`src/rtl/iterative_alu_if.sv`:
```
// Handshake and operand bundle between the operand muxes and the
// iterative execute ALU.
interface iterative_alu_if #(
  parameter int XLEN = 32
);
  logic            start_i;
  logic [3:0]      control_line_i;
  logic [XLEN-1:0] operand_a_i;
  logic [XLEN-1:0] operand_b_i;
  logic            busy_o;
  logic            done_o;
  logic [XLEN-1:0] result_o;
  logic            zero_o;

  modport master (
    output start_i,
    output control_line_i,
    output operand_a_i,
    output operand_b_i,
    input  busy_o,
    input  done_o,
    input  result_o,
    input  zero_o
  );

  modport slave (
    input  start_i,
    input  control_line_i,
    input  operand_a_i,
    input  operand_b_i,
    output busy_o,
    output done_o,
    output result_o,
    output zero_o
  );
endinterface

```
`src/rtl/iterative_alu.sv`:
```
// Execute-stage ALU: logic/add/sub in one cycle, shifts serially
// one bit per clock with a start/done handshake.
module iterative_alu #(
  parameter int XLEN = 32
) (
  input logic           clk_i,
  input logic           rst_ni,
  iterative_alu_if.slave alu
);
  localparam int SHAMT_W = $clog2(XLEN);

  localparam logic [3:0] OP_AND = 4'b0000;
  localparam logic [3:0] OP_OR  = 4'b0001;
  localparam logic [3:0] OP_XOR = 4'b0011;
  localparam logic [3:0] OP_ADD = 4'b0010;
  localparam logic [3:0] OP_SUB = 4'b0110;
  localparam logic [3:0] OP_SLL = 4'b0100;
  localparam logic [3:0] OP_SRL = 4'b0101;

  typedef enum logic {
    IDLE,
    SHIFT
  } state_e;

  state_e state_q, state_d;

  logic [XLEN-1:0]    acc_q, acc_d;
  logic [XLEN-1:0]    res_q, res_d;
  logic [XLEN-1:0]    acc_sh;
  logic [SHAMT_W-1:0] cnt_q, cnt_d;
  logic [SHAMT_W-1:0] shamt;
  logic               dir_q, dir_d;
  logic               done_q, done_d;
  logic               unused_b;

  assign shamt    = alu.operand_b_i[SHAMT_W-1:0];
  assign unused_b = ^alu.operand_b_i[XLEN-1:SHAMT_W];

  // One-bit step of the serial shifter; dir_q = 1 means logical right.
  assign acc_sh = dir_q ? (acc_q >> 1) : (acc_q << 1);

  // Next-state, datapath and completion decode.
  always_comb begin
    state_d = state_q;
    acc_d   = acc_q;
    cnt_d   = cnt_q;
    dir_d   = dir_q;
    res_d   = res_q;
    done_d  = 1'b0;
    unique case (state_q)
      IDLE: begin
        if (alu.start_i) begin
          done_d = 1'b1;
          unique case (alu.control_line_i)
            OP_AND: res_d = alu.operand_a_i & alu.operand_b_i;
            OP_OR:  res_d = alu.operand_a_i | alu.operand_b_i;
            OP_XOR: res_d = alu.operand_a_i ^ alu.operand_b_i;
            OP_ADD: res_d = alu.operand_a_i + alu.operand_b_i;
            OP_SUB: res_d = alu.operand_a_i - alu.operand_b_i;
            OP_SLL, OP_SRL: begin
              if (shamt == '0) begin
                res_d = alu.operand_a_i;
              end else begin
                done_d  = 1'b0;
                acc_d   = alu.operand_a_i;
                cnt_d   = shamt;
                dir_d   = (alu.control_line_i == OP_SRL);
                state_d = SHIFT;
              end
            end
            default: res_d = '0;
          endcase
        end
      end
      SHIFT: begin
        acc_d = acc_sh;
        cnt_d = cnt_q - 1'b1;
        if (cnt_q == SHAMT_W'(1)) begin
          res_d   = acc_sh;
          done_d  = 1'b1;
          state_d = IDLE;
        end
      end
      default: state_d = IDLE;
    endcase
  end

  // State and result registers; reset aborts any shift in flight.
  always_ff @(posedge clk_i or negedge rst_ni) begin
    if (!rst_ni) begin
      state_q <= IDLE;
      acc_q   <= '0;
      cnt_q   <= '0;
      dir_q   <= 1'b0;
      res_q   <= '0;
      done_q  <= 1'b0;
    end else begin
      state_q <= state_d;
      acc_q   <= acc_d;
      cnt_q   <= cnt_d;
      dir_q   <= dir_d;
      res_q   <= res_d;
      done_q  <= done_d;
    end
  end

  assign alu.result_o = res_q;
  assign alu.done_o   = done_q;
  assign alu.busy_o   = (state_q == SHIFT);
  assign alu.zero_o   = (res_q == '0);
endmodule

```
`src/flat_wrapper.sv`:
```
// flat-port wrapper written by rule: the top's interface ports become plain ports
module iterative_alu_flat 
#(
  parameter int XLEN = 32
)
  (clk_i, rst_ni, alu_start_i, alu_control_line_i, alu_operand_a_i, alu_operand_b_i, alu_busy_o, alu_done_o, alu_result_o, alu_zero_o);
  iterative_alu_if #(.XLEN(XLEN)) alu_i ();
  input logic clk_i;
  input logic rst_ni;
  input wire logic [$bits(alu_i.start_i)-1:0] alu_start_i;
  input wire logic [$bits(alu_i.control_line_i)-1:0] alu_control_line_i;
  input wire logic [$bits(alu_i.operand_a_i)-1:0] alu_operand_a_i;
  input wire logic [$bits(alu_i.operand_b_i)-1:0] alu_operand_b_i;
  output wire logic [$bits(alu_i.busy_o)-1:0] alu_busy_o;
  output wire logic [$bits(alu_i.done_o)-1:0] alu_done_o;
  output wire logic [$bits(alu_i.result_o)-1:0] alu_result_o;
  output wire logic [$bits(alu_i.zero_o)-1:0] alu_zero_o;
  assign alu_i.start_i = alu_start_i;
  assign alu_i.control_line_i = alu_control_line_i;
  assign alu_i.operand_a_i = alu_operand_a_i;
  assign alu_i.operand_b_i = alu_operand_b_i;
  assign alu_busy_o = alu_i.busy_o;
  assign alu_done_o = alu_i.done_o;
  assign alu_result_o = alu_i.result_o;
  assign alu_zero_o = alu_i.zero_o;
  iterative_alu #(.XLEN(XLEN)) u_core (.clk_i(clk_i), .rst_ni(rst_ni), .alu(alu_i));
endmodule
```
`config.mk`:
```
export PLATFORM = sky130hd
export DESIGN_NAME = iterative_alu_flat
export DESIGN_NICKNAME = d
export VERILOG_FILES = /design/src/rtl/iterative_alu_if.sv /design/src/rtl/iterative_alu.sv /design/src/flat_wrapper.sv
export SDC_FILE = /design/constraint.sdc
export NUM_CORES = 1
export LEC_CHECK = 0
export ABC_CLOCK_PERIOD_IN_PS = 2100
export CAP_MARGIN = 10
export CELL_PAD_IN_SITES_DETAIL_PLACEMENT = 1
export CELL_PAD_IN_SITES_GLOBAL_PLACEMENT = 1
export CORE_MARGIN = 2
export CORE_UTILIZATION = 39
export CTS_BUF_LIST = sky130_fd_sc_hd__clkbuf_8
export DETAILED_ROUTE_END_ITERATION = 8
export GPL_ROUTABILITY_DRIVEN = 1
export MAX_ROUTING_LAYER = met4
export PLACE_DENSITY_LB_ADDON = 0.1
export RECOVER_POWER = 100
export SETUP_SLACK_MARGIN = 0.3
export SYNTH_ARGS = -nofsm -noshare
export SYNTH_HDL_FRONTEND = slang
export SYNTH_SLANG_ARGS = --single-unit
```
`constraint.sdc`:
```
create_clock -name clk_i -period 2.1 [get_ports clk_i]
set_input_delay 0.525 -clock clk_i [delete_from_list [all_inputs] [get_ports clk_i]]
set_output_delay 0.525 -clock clk_i [all_outputs]
set_load 0.02 [all_outputs]
```
### After elaboration in Yosys (flattened, before gate mapping)

Index checks and enable logic that the tools add are counted.

| storage, ports and cells | value |
|---|---|
| bits in registers | 72 |
| latch bits | 0 |
| RAM bits | 0 |
| memory bits (read-only) | 0 |
| bits of input ports | 71 |
| output and inout bits | 35 |
| logic and storage cells | 57 |
| memories kept | 0 |

| operators by class | value |
|---|---|
| add/sub/neg operators | 3 |
| multipliers | 0 |
| divide/modulo/power cells | 0 |
| magnitude comparators | 0 |
| eq/ne operators | 12 |
| shifts and indexed selects | 0 |
| muxes and demuxes | 24 |
| bitwise gates (word level) | 5 |
| reduce and logical (&&, ||, !) cells | 7 |

Operators by type and width:

| kind | count |
|---|---|
| 2-to-1 mux 32 bit | 7 |
| one-hot mux 32 bit (6 select lines) | 1 |
| one-hot mux 32 bit (2 select lines) | 2 |
| adder 32 bit | 1 |
| bitwise AND 32 bit | 1 |
| zero test 32 bit | 1 |
| OR 32 bit | 1 |
| subtractor 32 bit | 1 |
| bitwise XOR 32 bit | 1 |
| 2-to-1 mux 5 bit | 3 |
| == test 4 x 3 -> 1 bit, second input constant | 3 |
| one-hot mux 5 bit (2 select lines) | 1 |
| == test 4 x 2 -> 1 bit, second input constant | 2 |
| 2-to-1 mux 1 bit | 8 |
| != test 2 bit, second input constant | 4 |
| AND reduction 3 bit | 2 |
| == test 5 x 1 -> 1 bit, second input constant | 1 |
| zero test 5 bit | 1 |
| subtractor 5 x 1 -> 5 bit, second input constant | 1 |
| == test 4 x 1 -> 1 bit, second input constant | 1 |
| zero test 4 bit | 1 |
| one-hot mux 1 bit (2 select lines) | 2 |
| AND reduction 4 bit | 1 |
| != test 3 x 2 -> 1 bit, second input constant | 1 |
| 2 further kinds | 3 |

### Depth between registers and ports, before layout

| depth | value |
|---|---|
| word-level depth | 5 |
| depth in mapped cells | 17 |
| mapped depth without buffers | 16 |

### Worst setup path before layout

Ideal clock, no wire load.

| timing | value |
|---|---|
| path type | input to register |
| start | input port alu_control_line_i[0] |
| end | register u_core.res_q[28], in the netlist u_core.alu.result_o[28] |
| setup time | 124 ps |
| arrival time | 3720 ps |
| required time | 1976 ps |
| slack | -1744 ps |
| stages on the path | 15 |
| buffers on the path | 3 |
| path through | clkbuf_1 -> nor3b_1 -> and2_1 -> clkbuf_1 -> clkbuf_1 -> nor2_1 -> xnor2_1 -> ha_1 -> a21o_1 -> a221o_1 -> a21oi_4 -> a21oi_4 -> a221oi_4 -> nor4_1 -> a211o_1 |

| on the way | value |
|---|---|
| word-level cells in the longest chain between the ends | 5 |
| elaborated cells on any way between the ends | 13 |
| classes of those cells | eq/ne (7); mux (3); reduce/logical (3) |

Ends and longest elaborated chain:

| element | line | text |
|---|---|---|
| start, declared | flat_wrapper.sv:11 | `input wire logic [$bits(alu_i.control_line_i)-1:0] alu_control_line_i;` |
| == test 4 x 3 -> 1 bit | iterative_alu.sv:54 | `unique case (alu.control_line_i)` |
| OR reduction 2 bit | iterative_alu.sv:54 |  |
| one-hot mux 32 bit (6 select lines) | iterative_alu.sv:54 |  |
| 2-to-1 mux 32 bit | iterative_alu.sv:52 | `if (alu.start_i) begin` |
| one-hot mux 32 bit (2 select lines) | iterative_alu.sv:50 | `unique case (state_q)` |
| end signal, assigned | iterative_alu.sv:102 | `res_q <= res_d;` |
| end, declared | iterative_alu.sv:28 | `logic [XLEN-1:0] res_q, res_d;` |

Several ways; a longest one is shown, not always the timed one. The select of a mux whose other input is x is not followed.
A chain may end at the register's enable or synchronous reset.

### Final worst setup path

| timing | value |
|---|---|
| start | input port alu_operand_b_i[3] |
| end | register u_core.res_q[18], in the netlist u_core.alu.result_o[18] |

| on the way | value |
|---|---|
| word-level cells in the longest chain between the ends | 4 |
| elaborated cells on any way between the ends | 8 |
| classes of those cells | add/sub (2); eq/ne (1); mux (3); reduce/logical (2) |

Ends and longest elaborated chain:

| element | line | text |
|---|---|---|
| start, declared | flat_wrapper.sv:13 | `input wire logic [$bits(alu_i.operand_b_i)-1:0] alu_operand_b_i;` |
| subtractor 32 bit or adder 32 bit (tied branches) | iterative_alu.sv:59, iterative_alu.sv:58 |  |
| one-hot mux 32 bit (6 select lines) | iterative_alu.sv:54 |  |
| 2-to-1 mux 32 bit | iterative_alu.sv:52 |  |
| one-hot mux 32 bit (2 select lines) | iterative_alu.sv:50 |  |

Several ways; a longest one is shown, not always the timed one. The select of a mux whose other input is x is not followed.

==> flow_summary.yaml <==
status:
  status: "finished, violations left"
  failed_checks: "setup timing"
setup_path:
  critPathCaptureType: "register"
  worstSetupPathType: "primary input to register"
  cp_cell_sequence: "buf_6, or4_4, nor2b_4, nand2_4, o41ai_2, xnor2_1, ha_2, buf_4, nand2_1, buf_4, o21a_1, a21oi_4, buf_6, buf_6, xor2_2, a21oi_1, a311oi_1"
  critPathSlowestCell: "or4_4"
  reg2reg_from: "u_core.cnt_q[1]"
  worst_setup_path_start_kind: "primary input"
  crit_fanout: 5
  crit_family: "compound AO/OA/AOI/OAI gates"
  max_stage_delay_ns: 0.56
  crit_required_ns: 2.35
  crit_arrival_ns: 4.12
  startpoint: "alu_operand_b_i[3]"
  crit_buf_inv: 5
  crit_top_cell: "buf_6"
worst_hold_path:
  hp-class: "primary input to asynchronous set/reset pin"
global_routing:
  grt_pass1_vias: 11677
  grt_pass1_wl_um: 72200
  grt-ovfl-total: 0
  grt_max_degree: 67
  grt_usage: 0.445
  antenna_found_initial: 1
floorplan:
  rows: 52
  die_w_um: 149
  die_area_um2: 22100
  io_pins: 106
  fp.dieH_um: 149
  initial_core_util: 0.401
  design.core.area_um2: 20400
power:
  p_sw_frac: 0.513
  powerDensity_nw_per_um2: 958
  power_frac_clock: 0.093
  seq_power_share: 0.202
  switching_power_mw: 6.97
  p_leak_nw: 6.51
  combPwrFrac: 0.706
  peakVddDrop_mv: 0.472
  p_int_mw: 6.61
  p_total_mw: 13.6
timing:
  hold_ws_ns: 0.287
  hold_viol: 0
  slew_violations: 0
  tightest_slew_ns: 0.975
  fin_tns_setup_ns: -52.85
  rsz0062_at_grt: "true"
  timing.fmax_ghz: 0.258
  fin_crit_sh: 1.84
  finalCriticalPeriod_ns: 3.87
  slew_headroom: 0.350
  setup_ws_ns: -1.77
  clock_skew_ns: 0.0159
  setup_viol: 73
logic_synthesis:
  synth.top_cell.area_share: 0.221
  syn_inst: 1060
  syn_area_um2: 8160
  async_flop_share: 1.00
  yosys_warnings: 0
  yosys.area.top_type: "dfrtp_1"
  yosysUniqueCellTypes: 74
  synth_nets: 1231
  seq_area_frac_synth: 0.221
  synthTopCellsByArea: "dfrtp_1 (22%), ha_1 (15%), nand2_1 (6.2%)"
  synth-main-ff-cell: "dfrtp_1"
  ys_ff_latch: 72
  avgSynthCellArea_um2: 7.69
  synth-edff-count: 0
route:
  final_antenna_net_count: 0
  firstDrtPassIters: 6
  post_drt_wl_per_cell_um: 32.2
  viasPerCell: 6.81
  drc_errors: 0
  wirelength_um: 57400
  vias: 12149
  drt_iter0_markers: 1557
cts:
  clk_pin_slew_ns: 0.09
  clock_path_buffers: 2
  root_buffer: "clkbuf_8"
  cts_tree: "done"
  clk_latency_ns: 0.38
  htree_levels: 3
  cts-buffers-inserted: 9
  cts_sinks: 72
place:
  placed_area_um2: 12100
  gp_congestion: 0.956
  hpwlAfterDp_um: 32200
  port_buffers: 105
cells_and_area:
  utilization: 0.696
  drive_gt1_frac: 0.439
  design_area_um2: 14200
  syn2layout_area_growth_pct: 73.8
  fin_nets: 1680
  n_fill_cell: 2302
run:
  max_cap_violations: 0
[final timing paths]
| kind | endpoint | slack [ns] | cells after the start |
|---|---|---|---|
| max | u_core.alu.result_o[18] | -1.77 | 17 |
| min | u_core.alu.result_o[0] | 0.29 | 1 |
| max reg2reg | u_core.alu.result_o[28] | -0.83 | 13 |
| min reg2reg | u_core.acc_q[28] | 0.57 | 2 |
| max in group asynchronous | u_core.alu.result_o[27] | 0.39 | 2 |
| min in group clk_i | u_core.acc_q[28] | 0.57 | 2 |
[area by class of cell]
| cell class | instances | area, µm² | share of cell area |
|---|---|---|---|
| multi-input cells | 839 | 7220 | 0.509 |
| repair buffers | 505 | 4290 | 0.303 |
| flip-flops and latches | 72 | 1800 | 0.127 |
| well taps | 270 | 338 | 0.0238 |
| inverters | 82 | 319 | 0.0225 |
| clock buffers | 9 | 124 | 0.00874 |
| clock inverters | 7 | 77.6 | 0.00547 |
| diodes | 1 | 2.50 | 0.000177 |
[placed cells by master (no fill, tap or decap), types with 7 or more instances in the layout]
cell type	n
a21o_1	12
a21oi_1	64
a21oi_2	26
a21oi_4	8
a22oi_1	12
a31oi_1	9
buf_12	9
buf_4	315
buf_6	53
clkbuf_1	15
clkbuf_4	13
clkbuf_8	9
clkdlybuf4s50_1	49
dfrtp_1	71
dlygate4sd2_1	32
ha_1	91
inv_1	77
mux2_2	7
mux2i_1	28
nand2_1	98
nand2_2	18
nand2_4	19
nand3_1	8
nand4_1	15
nor2_1	64
nor2_2	7
nor3_1	8
o211ai_1	8
o21ai_0	52
o21ai_1	22
o21ai_2	28
o221ai_1	10
o22ai_1	7
xnor2_1	31
xnor2_2	8
[synth_stat cells (all sizes together) (11+ instances only)]
| library cell | count |
|---|---|
| a22oi | 12 |
| ha | 99 |
| inv | 82 |
| xor2 | 14 |
| buf | 17 |
| clkbuf | 50 |
| o21ai | 104 |
| nor2 | 74 |
| nor4 | 14 |
| nor3 | 12 |
| o221ai | 17 |
| nand2 | 136 |
| a31oi | 17 |
| mux2i | 29 |
| a21o | 12 |
| o22ai | 13 |
| xnor2 | 43 |
| dfrtp | 72 |
| nand4 | 15 |
| nand3 | 11 |
| a21oi | 98 |
| mux2 | 13 |
[worst register-to-register path, stage by stage (launching register included)]
cell and delay, ns:
dfrtp_1 0.41, inv_1 0.10, ha_1 0.15, nor4b_1 0.35, buf_4 0.21, a21oi_2 0.07
buf_4 0.18, inv_6 0.08, buf_4 0.25, nand2_1 0.10, o21ai_0 0.23, buf_4 0.20
o311ai_0 0.12, a211o_1 0.36
[registers in the layout, indices dropped and copies added (netlist names)]
signal,flops
u_core.acc_q,32
u_core.alu.busy_o,1
u_core.alu.done_o,1
u_core.alu.result_o,32
u_core.cnt_q,5
u_core.dir_q,1
[layer usage]
layer / vias to the layer above / wire length (µm) / GRT usage
met1: 5900 / 20800 / 0.570
met5: - / 0 / -
met4: 0 / 4370 / 0.144
li1: 4732 / - / -
met2: 1103 / 25600 / 0.702
met3: 414 / 6750 / 0.0982
[kinds of logic (layout without fill, tap and decap cells)]
kind of cell | after synthesis | count (layout) | share of synthesized area
AND/OR/NAND/NOR | 292 | 292 | 0.167
adder cells (fa/ha/maj) | 100 | 100 | 0.154
buffers and inverters | 149 | 603 | 0.0713
XOR/XNOR | 57 | 57 | 0.0612
flip-flops | 72 | 72 | 0.221
multiplexers | 42 | 42 | 0.0535
AO/OA/AOI/OAI | 348 | 348 | 0.272
other | 0 | 1 | 0
[timing repair]
item,CTS,global route
gates resized for setup,320,117
hold buffers,0,0
endpoints found under the setup margin,107,80
pin swaps,115,66
buffers inserted,40,12
cloned,4,0
[stage by stage]
| stage | std cells | setup WS [ns] |
|---|---|---|
| final | 1785 | -1.77 |
| after global routing | 1785 | -1.80 |
| after CTS | 1772 | -1.51 |
| after detailed placement | 1712 | -2.48 |
| after global placement | 1712 | -2.39 |
| after floorplan | 1060 | -1.49 |
[power by group through the flow]
stage          Combinational (mW)  Clock (mW)  Sequential, mW
3_3_place_gp                 6.78           0            2.51
6_report                     9.58        1.26            2.74
2_1_floorplan                3.22           0            2.82
4_1_cts                      7.94        1.18            2.56
3_5_place_dp                 7.03           0            2.54
5_1_grt                      9.84        1.28            2.74
(Power assumes the default switching activity.)
==> RTL edit (same settings) <==
`res_q` no longer has a reset.
--- a/src/rtl/iterative_alu.sv
+++ b/src/rtl/iterative_alu.sv
@@ -92,16 +92,18 @@
       acc_q   <= '0;
       cnt_q   <= '0;
       dir_q   <= 1'b0;
-      res_q   <= '0;
       done_q  <= 1'b0;
     end else begin
       state_q <= state_d;
       acc_q   <= acc_d;
       cnt_q   <= cnt_d;
       dir_q   <= dir_d;
-      res_q   <= res_d;
       done_q  <= done_d;
     end
+  end
+
+  always_ff @(posedge clk_i) begin
+    res_q <= res_d;
   end
 
   assign alu.result_o = res_q;
Function: changed (Yosys sat finds a counterexample within 4 cycles, from zero or initial values and one cycle with rst_ni low).
==> RTL edit against the unedited design <==
The run now fails in global routing. Synthesized area decreased by 4.9%.
==> RTL edit: results (changes against the unedited design) <==
{| class="wikitable"
! Metric !! Value
|-
| Outcome || stopped before the end
|-
| Last step reached || global routing
|-
| First error in the log || [ERROR GRT-0232] Routing congestion too high. Check the congestion heatmap in the GUI.
|-
| Top cells by area, synth || ha_1, dfrtp_1, edfxtp_1
|-
| Count of state elements after synthesis || 72 (unchanged)
|-
| Clock tree root buffer cell || clkbuf_8
|-
| Number of nets produced by synthesis || 1126 (-8.5%)
|-
| Number of placed instances, taps included || 1591 (-7.1%)
|-
| Num CTS Buffers || 9 (unchanged)
|-
| Top_reg_cell synth || dfrtp_1
|-
| Congestion Overflow GR || 1093
|-
| Deepest clock path buffer count || 2 (unchanged)
|-
| Worst-case setup slack after placement || -2.470 ns (+0.01015 ns)
|-
| Antenna violations before repair || 6
|-
| Count of flip-flops with a built-in enable after synthesis || 32 (+32)
|-
| IO Port Bufs || 105 (unchanged)
|-
| Post-detailed-placement half-perimeter wirelength || 27890 um (-13%)
|-
| Weighted congestion reported at the end of routability-driven placement || 0.9822 (+2.7%)
|-
| Overall track demand over capacity in global routing || 0.9677
|-
| Post-synthesis async set-or-reset flop share || 0.5556 (-0.4444)
|-
| Netlist cell types || 58 (-22%)
|-
| Proportion of synthesized chip area in sequential cells || 0.2530 (+0.03213)
|-
| Worst endpoint type || register input
|-
| Leading post-synthesis cells by instance count || ha_1, a21oi_1, nand2_1, inv_1, nor2_1
|-
| Depth of the CTS H-tree || 3 (unchanged)
|-
| Count of synthesis-stage warnings from yosys || 0 (unchanged)
|-
| Number of instances in the synthesized netlist || 955 (-9.9%)
|-
| GRT worst endpoint || u_core.alu.result_o[28]$_DFFE_PP_/D
|-
| Pin count of the biggest net entering global routing || 72
|}
## RTL edit: cell families after synthesis
group / share of synthesized area
AO/OA/AOI/OAI: 0.2485
AND/OR/NAND/NOR: 0.1472
buffers and inverters: 0.06648
adder cells (fa/ha/maj): 0.1623
flip-flops: 0.2530
XOR/XNOR: 0.06664
multiplexers: 0.05583
## RTL edit: per-layer routing
| layer | overflow | track usage |
|---|---|---|
| met2 | 869 | 1.178 |
| met5 | - | - |
| met3 | 11 | 0.7638 |
| met1 | 4 | 0.9052 |
| met4 | 209 | 1.010 |
## RTL edit: stage by stage
stage	instance area (um2)	TNS, ns	hold slack (ns)
floorplan	8132	-34.55	0.2294
global placement	11660	-102.31	0.5122
detailed placement	11660	-108.34	0.5206
CTS	13510	-38.76	0.1561
## RTL edit: what timing repair did
item,in CTS
setup buffers,44
cloned,10
pin swaps,119
resized for setup,353
endpoints found under the setup margin,139
